`config.mk`:
```
export PLATFORM = sky130hd
export DESIGN_NAME = systolic_skew_feeder
export DESIGN_NICKNAME = d
export VERILOG_FILES = /design/src/rtl/systolic_skew_feeder.sv
export SDC_FILE = /design/constraint.sdc
export NUM_CORES = 2
export LEC_CHECK = 0
export CAP_MARGIN = 20
export CORE_ASPECT_RATIO = 0.7
export CORE_MARGIN = 2
export CORE_UTILIZATION = 45
export DETAILED_ROUTE_END_ITERATION = 10
export GPL_ROUTABILITY_DRIVEN = 0
export RECOVER_POWER = 100
export SLEW_MARGIN = 20
export SYNTH_ARGS = -nofsm -noshare
export SYNTH_HDL_FRONTEND = slang
export SYNTH_SLANG_ARGS = --single-unit
```
`constraint.sdc`:
```
create_clock -name clk -period 24.5 [get_ports clk]
set_input_delay 3.675 -clock clk [delete_from_list [all_inputs] [get_ports clk]]
set_output_delay 3.675 -clock clk [all_outputs]
set_load 0.02 [all_outputs]
```
`src/rtl/systolic_skew_feeder.sv`:
```
// Operand feeder for one systolic-array edge: FIFO-buffered N-lane beats re-emitted with
// triangular lane skew plus zero drain. Optional stall counter under SKEW_FEEDER_STATS_EN.
module systolic_skew_feeder #(
  parameter int N     = 4,
  parameter int DW    = 32,
  parameter int DEPTH = 8
) (
  input  logic            clk,
  input  logic            rst,
  input  logic            start,
  input  logic [15:0]     k_len,
  input  logic            in_valid,
  output logic            in_ready,
  input  logic [N*DW-1:0] in_data,
  output logic            out_valid,
  output logic [N*DW-1:0] out_data,
  output logic            busy,
  output logic            done
`ifdef SKEW_FEEDER_STATS_EN
  ,
  output logic [31:0]     stall_cnt
`endif
);

  localparam int AW  = $clog2(DEPTH);
  localparam int CW  = AW + 1;
  localparam int DCW = $clog2(N) + 1;

  typedef enum logic [1:0] {IDLE, STREAM, DRAIN} state_t;

  state_t          state_reg;
  logic [N*DW-1:0] fifo_mem [DEPTH];
  logic [AW-1:0]   wr_ptr_reg;
  logic [AW-1:0]   rd_ptr_reg;
  logic [CW-1:0]   count_reg;
  logic [CW-1:0]   count_next;
  logic            in_ready_reg;
  logic [15:0]     k_len_reg;
  logic [15:0]     beat_cnt_reg;
  logic [DCW-1:0]  drain_cnt_reg;
  logic            done_pend_reg;
  logic            done_reg;
  logic            out_valid_reg;

  logic            push;
  logic            pop;
  logic            fifo_empty;
  logic            advance;
  logic [N*DW-1:0] head_data;

  assign push       = in_valid && in_ready_reg;
  assign fifo_empty = (count_reg == '0);
  assign pop        = (state_reg == STREAM) && !fifo_empty;
  assign advance    = pop || (state_reg == DRAIN);
  // Drain cycles inject zero beats so the chains empty cleanly behind the tile.
  assign head_data  = pop ? fifo_mem[rd_ptr_reg] : '0;

  always_comb begin
    count_next = count_reg;
    if (push && !pop) begin
      count_next = count_reg + CW'(1);
    end else if (!push && pop) begin
      count_next = count_reg - CW'(1);
    end
  end

  always_ff @(posedge clk) begin
    if (push) begin
      fifo_mem[wr_ptr_reg] <= in_data;
    end
  end

  always_ff @(posedge clk) begin
    if (rst) begin
      wr_ptr_reg   <= '0;
      rd_ptr_reg   <= '0;
      count_reg    <= '0;
      in_ready_reg <= 1'b0;
    end else begin
      if (push) wr_ptr_reg <= wr_ptr_reg + AW'(1);
      if (pop)  rd_ptr_reg <= rd_ptr_reg + AW'(1);
      count_reg    <= count_next;
      in_ready_reg <= (count_next != CW'(DEPTH));
    end
  end

  // done is deferred one cycle so it follows the final out_valid pulse.
  always_ff @(posedge clk) begin
    if (rst) begin
      state_reg     <= IDLE;
      k_len_reg     <= '0;
      beat_cnt_reg  <= '0;
      drain_cnt_reg <= '0;
      done_pend_reg <= 1'b0;
      done_reg      <= 1'b0;
      out_valid_reg <= 1'b0;
    end else begin
      done_reg      <= done_pend_reg;
      done_pend_reg <= 1'b0;
      out_valid_reg <= advance;
      case (state_reg)
        IDLE: begin
          if (start) begin
            if (k_len != 16'd0) begin
              k_len_reg    <= k_len;
              beat_cnt_reg <= '0;
              state_reg    <= STREAM;
            end else begin
              done_reg <= 1'b1;
            end
          end
        end
        STREAM: begin
          if (pop) begin
            beat_cnt_reg <= beat_cnt_reg + 16'd1;
            if (beat_cnt_reg == k_len_reg - 16'd1) begin
              drain_cnt_reg <= '0;
              state_reg     <= DRAIN;
            end
          end
        end
        DRAIN: begin
          drain_cnt_reg <= drain_cnt_reg + DCW'(1);
          if (drain_cnt_reg == DCW'(N - 2)) begin
            state_reg     <= IDLE;
            done_pend_reg <= 1'b1;
          end
        end
        default: state_reg <= IDLE;
      endcase
    end
  end

  for (genvar gi = 0; gi < N; gi++) begin : g_lane
    logic [DW-1:0] lane_reg;
    if (gi == 0) begin : g_direct
      always_ff @(posedge clk) begin
        if (rst) begin
          lane_reg <= '0;
        end else if (advance) begin
          lane_reg <= head_data[0 +: DW];
        end
      end
    end else begin : g_chain
      // Packed delay line: newest beat at the bottom, oldest (beat t-gi) at the top.
      logic [gi*DW-1:0] stage_reg;
      always_ff @(posedge clk) begin
        if (rst) begin
          lane_reg  <= '0;
          stage_reg <= '0;
        end else if (advance) begin
          lane_reg  <= stage_reg[gi*DW-1 -: DW];
          stage_reg <= (gi*DW)'({stage_reg, head_data[gi*DW +: DW]});
        end
      end
    end
    assign out_data[gi*DW +: DW] = lane_reg;
  end

`ifdef SKEW_FEEDER_STATS_EN
  logic [31:0] stall_cnt_reg;
  always_ff @(posedge clk) begin
    if (rst) begin
      stall_cnt_reg <= '0;
    end else if (state_reg == IDLE && start) begin
      stall_cnt_reg <= '0;
    end else if (state_reg == STREAM && fifo_empty && stall_cnt_reg != 32'hFFFF_FFFF) begin
      stall_cnt_reg <= stall_cnt_reg + 32'd1;
    end
  end
  assign stall_cnt = stall_cnt_reg;
`endif

  assign in_ready  = in_ready_reg;
  assign out_valid = out_valid_reg;
  assign busy      = (state_reg != IDLE);
  assign done      = done_reg;

endmodule

```
==> impl_metrics.csv <==
group,metric,value,unit
run_status,outcome,"finished, violations left",
run_status,violations,"capacitance limit, slew limit",
min_path,holdCritPathClass,"flip-flop to flip-flop",
placed_design,dp_hpwl,62060,µm
timing,final.min_clock_period,11.64,ns
finish,multiInputGateArea,0.01303,mm²
cts,cts_resized,0,
grt,antenna_found_initial,35,
grt,grt_pass1_vias,27881,
logic_synthesis,synth-seq-area-share,73.31,%
finish,area.growth.synth_to_final,16.40,%
logic_synthesis,ys_types,65,
cts,clock-sinks,1398,
route,wirelength,115300,µm
worst_setup_path,slowest_stage,"clkbuf_1",
timing,setup_viol,0,
timing,timing.fmax,0.08590,GHz
route,viasPerCell,5.445,
worst_setup_path,critPathKind,"primary input to flip-flop",
cts,post-cts-setup-buffers,0,
timing,worst_slack,12.86,ns
cts,tritoncts,"built",
floorplanning,core,0.1149,mm²
timing,setup_tns,0,ns
cts,cts-hold-fix-buffers,0,
placed_design,numPortBuffers,279,
cts,numCtsBuffers,134,
logic_synthesis,ys_warn_count,0,
cts,root_buffer,"clkbuf_16",
placed_design,dpl_worst_slack,17.74,ns
logic_synthesis,synth_edf_count,1024,
route,wire_per_inst,22.34,µm
cts,clock_path_buffers,3,
pwr,leakage,19.13,nW
finish,register_area,0.03825,mm²
floorplanning,io-pin-count,280,
grt,grtUsageTotal,19.49,%
finish,fin_nets,3661,
logic_synthesis,ys.flop_type,"edfxtp_1",
run,cap_violations,27,
worst_setup_path,critPathMaxStageDelay,6.67,ns
route,drcViolationCount,0,
worst_setup_path,arrival,11.68,ns
grt,grt_overflow_total,0,
logic_synthesis,ys_ff_latch,1398,
logic_synthesis,yosysMostFrequentCell,"edfxtp_1",
timing,hold_violations,0,
timing,max_slew_margin,-540.1,%
worst_setup_path,end_kind,"flip-flop",
pwr,power_density,88.87,mW/mm²
finish,fin_util,52.84,%
finish,fillerInstances,9281,
timing,rsz0062_at_grt,"no",
grt,grt_max_degree,157,
route,vias,28092,
worst_setup_path,path_cells,"dlygate4sd3_1, and2_0, nand2_1, nor3_1, clkbuf_1",
cts,clk_pin_slew,0.06,ns
worst_setup_path,path_max_fanout,128,
logic_synthesis,synth_top_area_cell,"edfxtp_1",
floorplanning,rows,104,
logic_synthesis,yosys-top-cells-count,"edfxtp_1, nand2_1, dfxtp_1",
logic_synthesis,synth_top_area_share,58.96,%
floorplanning,die_w,410.9,µm
finish,largest_reg_flops,1024,
route,antenna_left,0,
timing,slew_violations,1421,
timing,whs,0.4460,ns
floorplanning,die_y,288.8,µm
logic_synthesis,syn_area_per_cell,16.05,µm²
logic_synthesis,syn_area,0.05216,mm²
worst_setup_path,timing.critical_path.required,24.54,ns
logic_synthesis,synth_cells,3250,
pwr,ir_drop,0.06650,mV
cts,htree_num_levels,4,
logic_synthesis,async_reset_ff_share,0,%
timing,worst_slew_pin_slew,9.601,ns
cts,insertion_delay,0.75,ns
route,dr.pass1.iters,5,
logic_synthesis,ys_top_cells_by_area,"edfxtp_1, dfxtp_1, mux4_2",
logic_synthesis,syn_nets,3406,
timing,finalCritPeriodShare,47.52,%
route,drt_iter0_markers,2210,
finish,drive_above_1_share,13.67,%
timing,skew,0.02657,ns
worst_setup_path,startpoint_type,"primary input",
floorplanning,dieArea,0.1187,mm²
grt,grt_pass1_wl,175200,µm
floorplanning,start_util,45.39,%
## area by class of cell
type | count | share of cell area, %
Multi-Input combinational cell | 1633 | 21.47
Clock buffer | 189 | 6.206
Timing Repair Buffer | 324 | 5.084
Tap cell | 1537 | 3.168
Sequential cell | 1398 | 63.00
Clock inverter | 57 | 0.9563
Antenna cell | 7 | 0.02885
Inverter | 14 | 0.08656
## metrics by stage
| step | instances | power [mW] | cell area [µm²] |
|---|---|---|---|
| 6_report | 5159 | 5.395 | 60710 |
| 5_1_grt | 5154 | 5.619 | 60700 |
| 4_1_cts | 5151 | 5.468 | 60840 |
| 3_5_place_dp | 4905 | 3.421 | 56490 |
| 3_3_place_gp | 4905 | 3.414 | 56490 |
| 2_1_floorplan | 3250 | 3.228 | 52160 |
## layer usage
metal / vias up / track usage (%) / wire length, µm
met5: - / 0 / 101
met4: 14 / 5.129 / 2178
met3: 199 / 3.866 / 6355
met2: 718 / 29.52 / 52020
met1: 14307 / 29.00 / 54600
li1: 12854 / - / -
## power breakdown
group / internal (mW) / switching [mW]
Clock: 1.17 / 0.869
Sequential: 2.63 / 0.0505
Combinational: 0.290 / 0.383
Total: 4.09 / 1.30
## critical path, delay by kind of cell
family,cells,cell delay [ns]
buf+inv,2,7.21
simple gates,3,0.68
## layout by cell type, fill, tap and decap left out, types with 4 or more instances in the layout
cell type,count
nand3_1,6
dlygate4sd3_1,261
mux4_2,256
dfxtp_1,371
nor4b_1,5
diode_2,7
mux2i_1,128
nand4_1,8
clkbuf_8,16
edfxtp_1,1024
clkinv_1,18
nor4_1,11
nand2_1,444
clkbuf_16,136
inv_6,6
buf_4,18
nor3_1,12
clkinv_2,13
xnor2_1,20
a21oi_1,217
bufinv_16,9
nor3b_1,4
a31oi_1,133
nor2_1,294
nor2b_1,7
inv_1,13
clkinvlp_4,6
ha_1,8
clkbuf_1,59
xor2_1,15
clkdlybuf4s50_1,17
## cell families (layout without fill, tap and decap cells)
kind of cell	Yosys count	count (layout)	synth area share, %
flops	1398	1398	73.31
simple gates	825	825	6.477
mux	384	384	13.51
compound gates	381	381	4.186
buf+inv	219	584	1.734
xor+xnor	35	35	0.5878
fa+ha+maj	8	8	0.1919
other cells	0	7	0
## final timing paths
kind,slack [ns],to,depth (start not counted),startpoint
worst max-delay path,12.86,fifo_mem[4][113],5,in_valid
worst min-delay path,0.45,g_lane[3].lane_reg[21],2,g_lane[3].lane_reg[21]
worst max register to register,15.84,fifo_mem[4][113],4,in_ready
worst min register to register,0.45,g_lane[3].lane_reg[21],2,g_lane[3].lane_reg[21]
No activity file was read; power rests on OpenSTA's default activity.
